<file path="src/rtl/flag_branch_unit.sv">
`default_nettype none
// ============================================================================
// Module      : flag_branch_unit
// Description : Consumer end of the ALU flag interface. Holds the
//               architectural {N,V,Z} flag register, updates it from the ALU
//               according to an opcode mask, and resolves conditional
//               branches against it. When a flag-setting instruction is still
//               in flight, the branch waits (bounded by WAIT_MAX cycles)
//               before resolving. Drives a one-cycle PC redirect pulse.
//
// Parameters  : WAIT_MAX  1..255, cycles in the wait state before a forced
//                         resolve
//               PC_W      PC / target width
//
// Ports       : clk, rst_n            clock, asynchronous active-low reset
//               alu_flags, alu_op,    ALU flag result, opcode, valid strobe
//               flags_we
//               flags_pending         flag producer issued but not yet at ALU
//               br_valid, br_ready    branch request handshake
//               br_cond, br_target,   condition code, taken PC, not-taken PC
//               br_fallthru
//               redirect_valid/taken/pc  resolved branch outcome
//               flags_q               current flag register {N,V,Z}
//               wait_timeout          pulse on a forced resolve
//
// Optional    : `define BRANCH_STATS_EN adds stat_clr (in) and the
//               stat_resolved / stat_taken 16-bit counters (out).
//
// Revision    : 1.0 - initial release
// ============================================================================
module flag_branch_unit #(
    parameter int WAIT_MAX = 8,
    parameter int PC_W     = 16
) (
    input  logic            clk,
    input  logic            rst_n,
    input  logic [2:0]      alu_flags,
    input  logic [3:0]      alu_op,
    input  logic            flags_we,
    input  logic            flags_pending,
    input  logic            br_valid,
    output logic            br_ready,
    input  logic [2:0]      br_cond,
    input  logic [PC_W-1:0] br_target,
    input  logic [PC_W-1:0] br_fallthru,
    output logic            redirect_valid,
    output logic            redirect_taken,
    output logic [PC_W-1:0] redirect_pc,
    output logic [2:0]      flags_q,
    output logic            wait_timeout
`ifdef BRANCH_STATS_EN
    ,
    input  logic            stat_clr,
    output logic [15:0]     stat_resolved,
    output logic [15:0]     stat_taken
`endif
);

    localparam logic [1:0] c_IDLE       = 2'd0;
    localparam logic [1:0] c_WAIT_FLAGS = 2'd1;
    localparam logic [1:0] c_RESOLVE    = 2'd2;

    localparam logic [7:0] c_WAIT_MAX = 8'(WAIT_MAX);

    logic [1:0]      state_q, state_d;
    logic [7:0]      wcnt_q, wcnt_d;
    logic [2:0]      cond_q, cond_d;
    logic [PC_W-1:0] target_q, target_d;
    logic [PC_W-1:0] fallthru_q, fallthru_d;
    logic            taken_q;
    logic [PC_W-1:0] pc_q;
    logic [2:0]      flags_d;

    logic            w_wr_all;
    logic            w_wr_z;
    logic            w_go;
    logic            w_taken;
    logic [2:0]      w_sel_cond;
    logic [PC_W-1:0] w_sel_target;
    logic [PC_W-1:0] w_sel_fallthru;

    // Condition evaluation on f = {N,V,Z}
    function automatic logic cond_met(input logic [2:0] cond, input logic [2:0] f);
        logic n, v, z;
        n = f[2];
        v = f[1];
        z = f[0];
        case (cond)
            3'b000:  return !z;
            3'b001:  return z;
            3'b010:  return !z && !n;
            3'b011:  return n;
            3'b100:  return z || !n;
            3'b101:  return n || z;
            3'b110:  return v;
            default: return 1'b1;
        endcase
    endfunction

    // Masked flag merge. flags_d doubles as the forwarded "effective" flags:
    // it equals flags_q whenever nothing is written this cycle.
    always_comb begin
        w_wr_all = flags_we && ((alu_op == 4'b0000) || (alu_op == 4'b0010));
        w_wr_z   = flags_we && (alu_op >= 4'b0011) && (alu_op <= 4'b0111);
        flags_d  = flags_q;
        if (w_wr_all) begin
            flags_d = alu_flags;
        end else if (w_wr_z) begin
            flags_d[0] = alu_flags[0];
        end
    end

    // Branch FSM next-state logic
    always_comb begin
        state_d        = state_q;
        wcnt_d         = wcnt_q;
        cond_d         = cond_q;
        target_d       = target_q;
        fallthru_d     = fallthru_q;
        w_go           = 1'b0;
        w_sel_cond     = cond_q;
        w_sel_target   = target_q;
        w_sel_fallthru = fallthru_q;
        wait_timeout   = 1'b0;

        case (state_q)
            c_IDLE: begin
                if (br_valid) begin
                    cond_d     = br_cond;
                    target_d   = br_target;
                    fallthru_d = br_fallthru;
                    // Pending dominates: a same-cycle flag write is not
                    // trusted to be the producer the branch depends on.
                    if (flags_pending) begin
                        state_d = c_WAIT_FLAGS;
                        wcnt_d  = 8'd0;
                    end else begin
                        w_go           = 1'b1;
                        w_sel_cond     = br_cond;
                        w_sel_target   = br_target;
                        w_sel_fallthru = br_fallthru;
                    end
                end
            end
            c_WAIT_FLAGS: begin
                if (flags_we || !flags_pending) begin
                    w_go = 1'b1;
                end else begin
                    wcnt_d = wcnt_q + 8'd1;
                    if (wcnt_d == c_WAIT_MAX) begin
                        w_go         = 1'b1;
                        wait_timeout = 1'b1;
                    end
                end
            end
            c_RESOLVE: begin
                state_d = c_IDLE;
            end
            default: begin
                state_d = c_IDLE;
            end
        endcase

        if (w_go) begin
            state_d = c_RESOLVE;
        end
    end

    // Evaluated on flags_d: forwarded when flags_we=1, flags_q otherwise
    assign w_taken = cond_met(w_sel_cond, flags_d);

    always_ff @(posedge clk or negedge rst_n) begin
        if (!rst_n) begin
            state_q    <= c_IDLE;
            wcnt_q     <= 8'd0;
            cond_q     <= 3'd0;
            target_q   <= '0;
            fallthru_q <= '0;
            taken_q    <= 1'b0;
            pc_q       <= '0;
            flags_q    <= 3'b000;
        end else begin
            state_q    <= state_d;
            wcnt_q     <= wcnt_d;
            cond_q     <= cond_d;
            target_q   <= target_d;
            fallthru_q <= fallthru_d;
            flags_q    <= flags_d;
            // Outcome registers only move on a resolve, so they hold
            // their last value while redirect_valid is low.
            if (w_go) begin
                taken_q <= w_taken;
                pc_q    <= w_taken ? w_sel_target : w_sel_fallthru;
            end
        end
    end

    // rst_n is folded in so the unit never advertises readiness in reset
    assign br_ready       = (state_q == c_IDLE) && rst_n;
    assign redirect_valid = (state_q == c_RESOLVE);
    assign redirect_taken = taken_q;
    assign redirect_pc    = pc_q;

`ifdef BRANCH_STATS_EN
    always_ff @(posedge clk or negedge rst_n) begin
        if (!rst_n) begin
            stat_resolved <= 16'd0;
            stat_taken    <= 16'd0;
        end else if (stat_clr) begin
            stat_resolved <= 16'd0;
            stat_taken    <= 16'd0;
        end else if (state_q == c_RESOLVE) begin
            stat_resolved <= stat_resolved + 16'd1;
            if (taken_q) begin
                stat_taken <= stat_taken + 16'd1;
            end
        end
    end
`endif

endmodule
`default_nettype wire
</file>
<file path="config.mk">
export PLATFORM = sky130hd
export DESIGN_NAME = flag_branch_unit
export DESIGN_NICKNAME = d
export VERILOG_FILES = /design/src/rtl/flag_branch_unit.sv
export SDC_FILE = /design/constraint.sdc
export NUM_CORES = 1
export LEC_CHECK = 0
export ABC_CLOCK_PERIOD_IN_PS = 2700
export CELL_PAD_IN_SITES_DETAIL_PLACEMENT = 1
export CELL_PAD_IN_SITES_GLOBAL_PLACEMENT = 1
export CORE_MARGIN = 10
export CORE_UTILIZATION = 40
export CTS_CLUSTER_DIAMETER = 40
export DETAILED_ROUTE_END_ITERATION = 8
export MAX_ROUTING_LAYER = met4
export PLACE_DENSITY = 0.82
export SYNTH_ARGS = -nofsm -noshare
export SYNTH_HDL_FRONTEND = slang
export SYNTH_SLANG_ARGS = --single-unit
</file>
<file path="constraint.sdc">
create_clock -name clk -period 2.7 [get_ports clk]
set_input_delay 0.405 -clock clk [delete_from_list [all_inputs] [get_ports clk]]
set_output_delay 0.405 -clock clk [all_outputs]
set_load 0.05 [all_outputs]
</file>
==> reports/metrics.cfg, run 1 <==
[timing]
period_needed_ns=2.48
finalSetupViolCount=0
hold_viol=0
rsz0062_at_grt=false
slew_viol_final=0
worst_pin_slew_ns=0.822
fin_worst_skew_ns=0.00855
finalCritPeriodShare_pct=91.9
max_freq_mhz=403
slew_headroom_pct=45.2
fin_hold_ws_ns=0.277

[place]
gp_congestion=0.807
dpl.hpwl_um=5940
io_buffers=69

[clock_network]
numCtsBuffers=9
htreeDepth=3
ctsResizeCount=0
worstSkewPairLatency_ns=0.34
cts.reportedPaths.clkPinSlew_ns=0.07
cts_setup_buffers=0
cts_tree=built
hold_buffers=0
clock_sinks=65
cts-root-buf=clkbuf_8
clock_path_buffers=2

[route]
firstDrtPassIters=4
avgRoutedWirePerCell_um=18.2
vias=2432
drc=0
drtAntennaViolNets=0
finalWirelength_um=8320
viasPerCell=5.32
drtIter0Drc=64

[setup_path]
r2r_start=state_q[0]
start_kind=flop
cp.required_ns=2.30
cp_slowest_stage_delay_ns=0.47
critPathSlowestCell=dfrtp_1
r2r_setup_slack_ns=0.42
worstPathArrival_ns=2.08
cp_max_fo=6
crit_start=state_q[1]
crit_type=flop to output port
worstPathCellList=nand2b_2 > nor4_2 > and2_1 > and3b_1 > buf_12
end_kind=output port

[yosys]
ys_async_sr_fraction_pct=100
syn-cell-area_sq_mm=0.00324
syn_area_per_cell_sq_um=11.8
yosys_warnings=0
synthFlopType=dfrtp_1
yosysTopAreaCellShare_pct=50.2
yosysSeqAreaShare_pct=50.2
synth-edff-count=0
synth_area_leaders=dfrtp_1, mux2i_1, mux2_2, a21oi_1, nor2_1
synthCells=275
ys_types=37
syn-num-nets=323
ys_ff_latch=65
synth_largest_area_cell=dfrtp_1

[hold_path]
hold_path_class=input pin to async pin

[global_route]
grt_usage_pct=15.0
antenna_found_initial=0
grt_first_pass_wirelength_um=13800
gr-total-overflow=0
grt_max_degree=66
grt_pass1_vias=2776

[pwr]
power.internal_uw=2290
power.net_switching_uw=1430
ir_worst_vdd_uv=663
power.density_mw_per_mm2=868
comb_power_share_pct=40.0
switching_share_pct=38.4
clkPwrFrac_pct=21.8
p_leak_uw=0.00175
p_seq_share_pct=38.2

[final_layout]
nets=398
final_util_pct=54.9
mostFrequentLayoutCell=clkdlybuf4s50_1
drive_above_1_share_pct=20.6
antennaDiodeCount=0
final_cell_mix=clkdlybuf4s50_1, dfrtp_1, mux2i_1
synthToLayoutAreaGrowth_pct=32.3

[run_status]
outcome=finished, final reports clean

[floorplan]
fp.dieArea_sq_mm=0.0121
die_w_um=110
start_util_pct=41.5
dieHeight_um=110
ios=70
coreArea_sq_mm=0.00781
core.rowCount=32

[job]
max_cap_violations=0

[power groups by stage]
stage | combinational, uW | clock (uW) | sequential [uW]
2_1_floorplan | 513 | 0 | 1850
3_3_place_gp | 1460 | 0 | 1420
3_5_place_dp | 1500 | 0 | 1430
4_1_cts | 1510 | 839 | 1420
5_1_grt | 1590 | 890 | 1460
6_report | 1490 | 813 | 1420
[metrics by stage]
| stage | setup TNS [ns] | total power (uW) | std cells | worst slack, ns | area [sq um] |
|---|---|---|---|---|---|
| final | 0 | 3720 | 457 | 0.219 | 4290 |
| after global routing | 0 | 3930 | 457 | 0.0802 | 4290 |
| after CTS | 0 | 3770 | 457 | 0.00990 | 4280 |
| after detailed placement | -0.811 | 2930 | 441 | -0.0800 | 4090 |
| after global placement | 0 | 2870 | 441 | 0.0537 | 4090 |
| after floorplan | 0 | 2370 | 275 | 0.588 | 3240 |
[cell families after synthesis]
group / share of synthesized area [%]
xor gates and xnor gates: 0.540
adders and majority gates: 0.386
AOI/OAI and AO/OA: 6.18
DFF: 50.2
buffers and inverters: 3.16
muxes: 29.2
and+or+nand+nor: 10.3
[synth_stat cells (2+ instances only)]
master / number
dfrtp_1: 65
mux2i_1: 53
mux2_2: 37
nor2_1: 25
a21oi_1: 24
nand2_1: 11
o21ai_0: 10
buf_2: 6
buf_1: 4
and3_1: 3
inv_1: 3
nand3_1: 3
nor3b_1: 3
and2_1: 2
clkbuf_1: 2
nand2b_1: 2
xor2_1: 2
[routing by layer]
metal	up-vias	global-route usage, %	wire length [um]
li1	1124	-	-
met1	1232	17.7	3690
met2	65	24.3	4110
met3	11	4.06	425
met4	0	4.93	86
met5	-	-	0
[cell type report]
cell class / count / area (sq um)
Tap cell: 102 / 128
Fill cell: 830 / 3520
Clock buffer: 13 / 149
Sequential cell: 65 / 1630
Timing Repair Buffer: 79 / 781
Clock inverter: 3 / 40.0
Multi-Input combinational cell: 192 / 1550
Inverter: 3 / 11.3
[critical path: cells and delay by family, from the launching register on]
family / cells / cell delay (ns)
buf+inv: 1 / 0.15
flops: 1 / 0.47
simple gates: 4 / 1.11
[state kept, by name (all words and copies together), names as in the netlist]
signal,count
fallthru_q,16
redirect_pc,16
target_q,16
wcnt_q,8
cond_q,3
flags_q,3
state_q,2
redirect_taken,1
[final timing paths]
kind	to	cells after the start
worst max-delay path	wait_timeout	5
worst min-delay path	flags_q[0]	2
worst max register to register	redirect_pc[14]	7
worst min register to register	fallthru_q[11]	1
max in group asynchronous	target_q[11]	2
min in group clk	fallthru_q[11]	1
No activity file was read; power rests on OpenSTA's default activity.
==> inputs of run 2 (changes only) <==
- DONT_BUFFER_PORTS: default -> 1
- PLACE_DENSITY: 0.82 -> 0.68
- REMOVE_ABC_BUFFERS: default -> 1
==> run 2 against run 1 <==
Cell area down 14%. Sequential power up 33%. Die area unchanged. Utilization fell by 7.6 points. Setup slack better by 0.047 ns. Clock-buffer cell count fell by 2. Critical path type unchanged. Largest cell class unchanged.
==> reports/metrics.cfg, run 2 (synthesized netlist as in run 1, its figures left out) <==
[global_route]
gr-total-overflow=0  ; unchanged
antenna_found_initial=0  ; unchanged
grt_usage_pct=13.1  ; -1.8 points
grt_first_pass_wirelength_um=11800  ; -14%
grt_pass1_vias=2276  ; -18%
grt_max_degree=66  ; unchanged

[clock_network]
cts_tree=built
numCtsBuffers=9  ; unchanged
cts_setup_buffers=0  ; unchanged
clock_path_buffers=2  ; unchanged
cts-root-buf=clkbuf_8
cts.reportedPaths.clkPinSlew_ns=0.08  ; about the same
clock_sinks=65  ; unchanged
worstSkewPairLatency_ns=0.34  ; about the same
htreeDepth=3  ; unchanged

[pwr]
p_leak_uw=0.00152  ; -13%
power.internal_uw=2200  ; -4.2%
ir_worst_vdd_uv=400  ; -40%
power.density_mw_per_mm2=965  ; +11%
clkPwrFrac_pct=28.7  ; +6.9 points
comb_power_share_pct=18.4  ; -22 points
switching_share_pct=38.3  ; -0.050 points
p_seq_share_pct=52.9  ; +15 points
power.net_switching_uw=1370  ; -4.4%

[setup_path]
critPathSlowestCell=dfrtp_1
worstPathCellList=and3_1 > mux2i_1 > and2_1 > and3b_1 > buf_4
cp.buffers_inverters=1  ; unchanged
cp_slowest_stage_delay_ns=0.45  ; -0.02 ns
cp_max_fo=6  ; unchanged
crit_type=flop to output port
critical-path-top-delay-family=simple AND/OR/NAND/NOR gates
crit_start=wcnt_q[2]
r2r-end=redirect_pc[5]
r2r_setup_slack_ns=0.32  ; -0.10 ns
r2r_cells=7  ; unchanged
start_kind=flop
end_kind=output port
cp.required_ns=2.30  ; about the same
r2r_start=state_q[0]
cp_num_cells=5  ; unchanged
endpoint=wait_timeout
worstPathArrival_ns=2.03  ; -0.05 ns

[route]
finalWirelength_um=7590  ; -8.8%
drtIter0Drc=47  ; -27%
viasPerCell=5.44  ; +2.2%
drtAntennaViolNets=0  ; unchanged
avgRoutedWirePerCell_um=19.5  ; +6.9%
drc=0  ; unchanged
vias=2122  ; -13%
firstDrtPassIters=4  ; unchanged

[final_layout]
drive_above_1_share_pct=25.7  ; +5.1 points
stdcell_count=390  ; -15%
mostFrequentLayoutCell=dfrtp_1
antennaDiodeCount=0  ; unchanged
nets=331  ; -17%
final_cell_mix=dfrtp_1, mux2i_1, mux2_2
synthToLayoutAreaGrowth_pct=13.9
final_util_pct=47.3  ; -7.6 points

[timing]
rsz0062_at_grt=false
worst_pin_slew_ns=0.854  ; +0.0327 ns
slew_headroom_pct=42.8  ; -2.4 points
slew_viol_final=0  ; unchanged
hold_viol=0  ; unchanged
max_freq_mhz=411  ; +1.9%
finalCritPeriodShare_pct=90.1  ; -1.7 points
finalSetupViolCount=0  ; unchanged
period_needed_ns=2.43  ; -0.0468 ns
fin_worst_skew_ns=0.0114  ; +0.00285 ns

[floorplan]
fp.dieArea_sq_mm=0.0121  ; unchanged
start_util_pct=41.5  ; unchanged
ios=70  ; unchanged
core.rowCount=32  ; unchanged
coreArea_sq_mm=0.00781  ; unchanged
die_w_um=110  ; unchanged
dieHeight_um=110  ; unchanged

[place]
place_inst=372  ; -16%
io_buffers=0  ; -100%
gp_congestion=0.742  ; -8.1%
dpl.hpwl_um=5220  ; -12%

[job]
max_cap_violations=0  ; unchanged

[hold_path]
hold_path_class=input pin to flop
hp-start=br_target[8]

[run_status]
outcome=finished, final reports clean

run 2: cell count changes in the layout (fill, tap and decap cells not counted), sizes merged:
cell,previous run,this run
bufinv,1,3
clkinvlp,0,1
dlygate4sd3,0,1
clkbuf,13,11
clkinv,2,1
clkdlybuf4s50,66,0
buf,13,11
run 2: layer usage:
| metal | track usage [%] | up-vias | wire (um) |
|---|---|---|---|
| li1 | - | 988 | - |
| met5 | - | - | 0 |
| met2 | 20.5 | 54 | 3700 |
| met3 | 6.50 | 8 | 772 |
| met1 | 14.1 | 1072 | 3050 |
| met4 | 4.83 | 0 | 70 |
run 2: worst min path at each step:
stage / to / slack, ns / cells after the start
2_1_floorplan: cond_q[0] / 0.11 / 0
3_3_place_gp: wcnt_q[7] / 0.11 / 0
3_5_place_dp: wcnt_q[7] / 0.11 / 0
4_1_cts: target_q[8] / 0.19 / 1
5_1_grt: target_q[2] / 0.19 / 1
6_report: target_q[8] / 0.21 / 1
run 2: area by class of cell:
cell class / instances / area (sq um)
fillers: 836 / 4120
flip-flops and latches: 65 / 1630
multi-input cells: 192 / 1560
clock buffers: 11 / 141
well taps: 102 / 128
repair buffers: 12 / 125
clock inverters: 5 / 103
inverters: 3 / 11.3
run 2: through the flow:
step           setup TNS [ns]  hold slack (ns)  cell area [sq um]  worst slack (ns)  total power (uW)
6_report                    0            0.209               3690             0.266              3560
2_1_floorplan         -102.33            0.109               3150             -3.04              2350
3_3_place_gp                0            0.113               3400             0.473              2520
4_1_cts                     0            0.194               3690            0.0910              3610
5_1_grt                     0            0.188               3690             0.127              3760
3_5_place_dp                0            0.113               3400             0.362              2560
run 2: what timing repair did:
| item | in CTS | in global routing |
|---|---|---|
| endpoints found under the setup margin | 0 | 1 |
| endpoints found under the hold margin | 65 | 0 |
| hold buffers | 2 | 0 |
| gates resized for setup | 0 | 1 |
run 2: power groups by stage:
stage	Clock (uW)	Combinational, uW	Sequential [uW]
after floorplan	0	501	1850
after global placement	0	615	1900
after detailed placement	0	642	1920
after CTS	1040	671	1900
after global routing	1100	738	1920
final	1020	656	1890
==> edit 1 (settings of run 2) <==
Add an input register stage for `br_target`, without a reset; this delays it by one clock. The other inputs are not delayed to match.
--- a/src/rtl/flag_branch_unit.sv
+++ b/src/rtl/flag_branch_unit.sv
@@ -63,4 +63,10 @@
     localparam logic [7:0] c_WAIT_MAX = 8'(WAIT_MAX);
 
+    logic [PC_W-1:0] br_target_q;
+
+    always_ff @(posedge clk) begin
+        br_target_q <= br_target;
+    end
+
     logic [1:0]      state_q, state_d;
     logic [7:0]      wcnt_q, wcnt_d;
@@ -128,5 +134,5 @@
                 if (br_valid) begin
                     cond_d     = br_cond;
-                    target_d   = br_target;
+                    target_d   = br_target_q;
                     fallthru_d = br_fallthru;
                     // Pending dominates: a same-cycle flag write is not
@@ -138,5 +144,5 @@
                         w_go           = 1'b1;
                         w_sel_cond     = br_cond;
-                        w_sel_target   = br_target;
+                        w_sel_target   = br_target_q;
                         w_sel_fallthru = br_fallthru;
                     end
Formal check against the unedited RTL: not equivalent (Yosys sat finds a counterexample within 4 cycles, from zero or initial values and one cycle with rst_n low).
==> edit 1 against run 2 <==
  * Total power rose by 6.3%
  * Sequential cell count increased by 16
  * Setup slack got worse by 0.060 ns
  * First-iteration DRC count rose to 3.0 times the old value
  * Design area up 14%
  * Utilization is 1.6 points lower
  * Routed wire length up 27%
  * Area after synthesis rose by 18%
==> edit 1: results (changes against run 2) <==
* Outcome: completed
* Nets at 413 (+25%)
* Routability cong. at 0.780 (+5.1%)
* Root Buffer Master: clkbuf_8
* DR pass1 iterations at 4 (unchanged)
* Critical path's slowest cell: or4b_4
* Global Route Usage Sum at 14.5% (+1.4 points)
* Ant diodes at 0 (unchanged)
* CP peak stage delay at 0.56 ns (+0.11 ns)
* CP top delay family: simple AND/OR/NAND/NOR gates
* Buffers on Ports at 0 (unchanged)
* Global-route wire length before repair at 16000 um (+36%)
* FILL cells at 1019 (+22%)
* Slew margin rel. at 43.3% (+0.46 points)
* Share of cells above drive strength 1 at 19.7% (-6.0 points)
* Commonest cells post-synth: nand2_1, dfrtp_1, mux2_2
* DRT iter0 DRCs at 140 (+200%)
* Vias in the first global route at 2960 (+30%)
* Yosys cell types at 42 (+14%)
* Switching share of power at 39.8% (+1.5 points)
* Ranking of synthesized cells by area: dfrtp_1, mux2_2, dfxtp_1
* # resized after CTS at 0 (unchanged)
* Synth async-reset ratio at 80.2% (-20 points)
* Final HPWL DP at 6360 um (+22%)
* Clock buffer depth at 2 (unchanged)
* Number of buffers created by CTS at 9 (unchanged)
* Crit Path Max Fanout at 36 (+30)
* H-tree levels at 3 (unchanged)
* Final wirelength at 9630 um (+27%)
* Syn. warnings at 0 (unchanged)
* Vias at 2740 (+29%)
* Skew final at 0.0111 ns (-0.000300 ns)
* Initial antenna violation count at 0 (unchanged)
* Pleak at 1.76 nW (+16%)
* R2r setup slk at 0.21 ns (-0.11 ns)
* WHS at 0.0797 ns (-0.129 ns)
* Register area share after synthesis at 51.1% (+0.93 points)
* VDD IR max at 376 uV (-6.1%)
[edit 1: layout make-up]
class	instances	area, um2	area share (%)
clock buffers	13	139	3.29
flip-flops and latches	81	1950	46.1
clock inverters	3	43.8	1.04
multi-input cells	252	1750	41.5
well taps	129	161	3.82
inverters	4	15.0	0.356
repair buffers	17	163	3.85
[edit 1: cells by family (layout without fill, tap and decap cells)]
group	Yosys count	after routing	share of synthesized area, %
and+or+nand+nor	167	167	22.3
AOI/OAI and AO/OA	39	39	9.46
muxes	43	43	12.8
buffers and inverters	27	37	3.58
DFF	81	81	51.1
xor gates and xnor gates	2	2	0.460
adders and majority gates	1	1	0.328
[edit 1: repair_timing]
item	in CTS	in global routing
endpoints found under the setup margin	0	0
hold endpoints to repair	65	0
hold buffers	2	0
[edit 1: power groups by stage]
stage / Combinational, mW / Clock (mW) / Sequential [mW]
after floorplan: 0.558 / 0 / 2.11
after global placement: 0.760 / 0 / 2.16
after detailed placement: 0.791 / 0 / 2.17
after CTS: 0.819 / 0.892 / 2.14
after global routing: 0.903 / 0.926 / 2.18
final: 0.810 / 0.846 / 2.13
[edit 1: routing by layer]
layer  wire [um]  vias to the layer above  GRT usage [%]
li1            -                     1297              -
met1        4240                     1380           16.8
met2        4680                       56           23.3
met3         636                        7           5.18
met4          76                        0           3.94
met5           0                        -              -
[edit 1: stage by stage]
step / instance area [um2] / worst slack [ns] / power, mW / instances / utilization, %
final: 4220 / 0.206 / 3.79 / 499 / 45.7
after global routing: 4220 / 0.0454 / 4.01 / 499 / 45.7
after CTS: 4220 / 0.201 / 3.86 / 499 / 45.7
after detailed placement: 4000 / 0.221 / 2.96 / 481 / 43.3
after global placement: 4000 / 0.272 / 2.92 / 481 / 43.3
after floorplan: 3690 / -2.02 / 2.66 / 337 / -
[edit 1: path summary, 6_finish.rpt]
check                                startpoint         endpoint  cells past startpoint
worst max register to register       state_q[1]  redirect_pc[11]                      8
worst max-delay path                 state_q[1]  redirect_pc[11]                      8
worst min-delay path               br_target[5]   br_target_q[5]                      0
max in group asynchronous                 rst_n     target_q[13]                      2
worst min register to register  br_target_q[10]     target_q[10]                      1
min in group asynchronous                 rst_n       flags_q[1]                      2
==> edit 2 (config.mk and constraints of run 2) <==
Made on the original files. `PC_W`: 16 -> 14.
--- a/src/rtl/flag_branch_unit.sv
+++ b/src/rtl/flag_branch_unit.sv
@@ -31,5 +31,5 @@
 module flag_branch_unit #(
     parameter int WAIT_MAX = 8,
-    parameter int PC_W     = 16
+    parameter int PC_W     = 14
 ) (
     input  logic            clk,
Interface: changed (resized br_fallthru, br_target and redirect_pc); port bits go from 70 to 64. No check against the original RTL was run, so the function may have changed too.
==> edit 2 against run 2 <==
  * Critical path depth did not move
  * Hold slack got worse by 0.0090 ns
  * Setup slack worse by 0.012 ns
  * Sequential share of layout area barely moved
  * Register-to-register slack better by 0.02 ns
  * Area after synthesis decreased by 9.0%
  * Total power decreased by 13%
  * Non-clock buffer count is the same
  * Routed wire length decreased by 11%
  * Synthesized cell count is 8.0% lower
  * Via count shrank 8.4%
  * Combinational power down 8.7%
  * Sequential cell count fell by 6
  * Design area is 9.1% lower
==> edit 2: results (changes against run 2) <==
* Outcome: completed
* Post-synthesis mux area share at 28.5% (-0.69 points)
* Post-Synth XOR/XNOR Area at 0.593% (+0.053 points)
* Share of cells above drive strength 1 at 24.7% (-0.98 points)
* Grt met3 use at 7.43% (+0.93 points)
* Fraction of standard cell area in multi-input logic at 42.4% (+0.26 points)
* Met2 WL post-DR at 3020 um (-18%)
* Skew final at 0.00815 ns (-0.00326 ns)
* Vias at 1943 (-8.4%)
* Final clock-cell share at 5.78% (-0.83 points)
* Signal buffers share of area at 3.73% (+0.34 points)
* Nets at 307 (-7.3%)
* Vias in the first global route at 2182 (-4.1%)
* Yosys cell types at 33 (-11%)
* Register share of total power at 54.7% (+1.8 points)
* Primary FF master, synth: dfrtp_1
* DRT iter0 DRCs at 31 (-34%)
* Adder-Cell Fraction of Synth Area at 0.424% (+0.038 points)
* Slew @ Worst Pin at 0.851 ns (-0.00307 ns)
* Tot Pwr at 3.10 mW (-13%)
* Slew Limit Fails at 0 (unchanged)
* Clk slew on worst S/H paths at 0.06 ns (-0.02 ns)
* Pre-CTS WS at 0.330 ns (-0.0323 ns)
* Global Route Usage Sum at 13.2% (+0.12 points)
* Ant diodes at 0 (unchanged)
* Met2 Use GR at 20.0% (-0.52 points)
* CLK BUF at 13 (+2)
* Largest net degree at the start of global routing at 60 (-9.1%)
* Commonest cells post-synth: dfrtp_1, mux2i_1, mux2_2
* VDD IR max at 375 uV (-6.4%)
* Logic inverters at 3 (unchanged)
* Sequential share of cell area at 44.0% (about the same)
* Synth Area in Compound Gates at 6.44% (+0.27 points)
* Yosys reg bits at 59 (-9.2%)
* Worst min-delay path class: input port to flop
* Met3 wire len at 745 um (-3.5%)
* Clock power share at 26.0% (-2.7 points)
* Routability cong. at 0.772 (+4.1%)
* GR Util met1 at 14.2% (+0.072 points)
* Pleak at 1.38 nW (-9.0%)
* FILL cells at 796 (-4.8%)
* CTS Hold Buffers Added at 2 (unchanged)
* Switching share of power at 39.2% (+0.89 points)
* #MultiIn Comb at 178 (-7.3%)
* Final HPWL DP at 4700 um (-10%)
* Average wire per standard cell at 18.4 um (-5.6%)
* Register area share after synthesis at 50.0% (-0.15 points)
* Ranking of synthesized cells by area: dfrtp_1, mux2i_1, mux2_2
edit 2: metrics by stage:
| stage | util [%] | cell area, um2 | TNS [ns] | std cells |
|---|---|---|---|---|
| after floorplan | - | 2880 | -50.03 | 240 |
| after global placement | 43.2 | 3120 | 0 | 349 |
| after detailed placement | 43.2 | 3120 | 0 | 349 |
| after CTS | 46.4 | 3350 | 0 | 366 |
| after global routing | 46.5 | 3350 | 0 | 366 |
| final | 46.5 | 3350 | 0 | 366 |
edit 2: final timing paths:
check                      cells after the start          start  slack (ns)              end
max                                            5     state_q[1]        0.25     wait_timeout
min reg2reg                                    1  fallthru_q[4]        0.50    fallthru_q[4]
min in group asynchronous                      2          rst_n        0.58        wcnt_q[0]
max in group asynchronous                      2          rst_n        1.84  redirect_pc[11]
max reg2reg                                    7     state_q[0]        0.34   redirect_pc[7]
min                                            2  flags_pending        0.20       state_q[0]
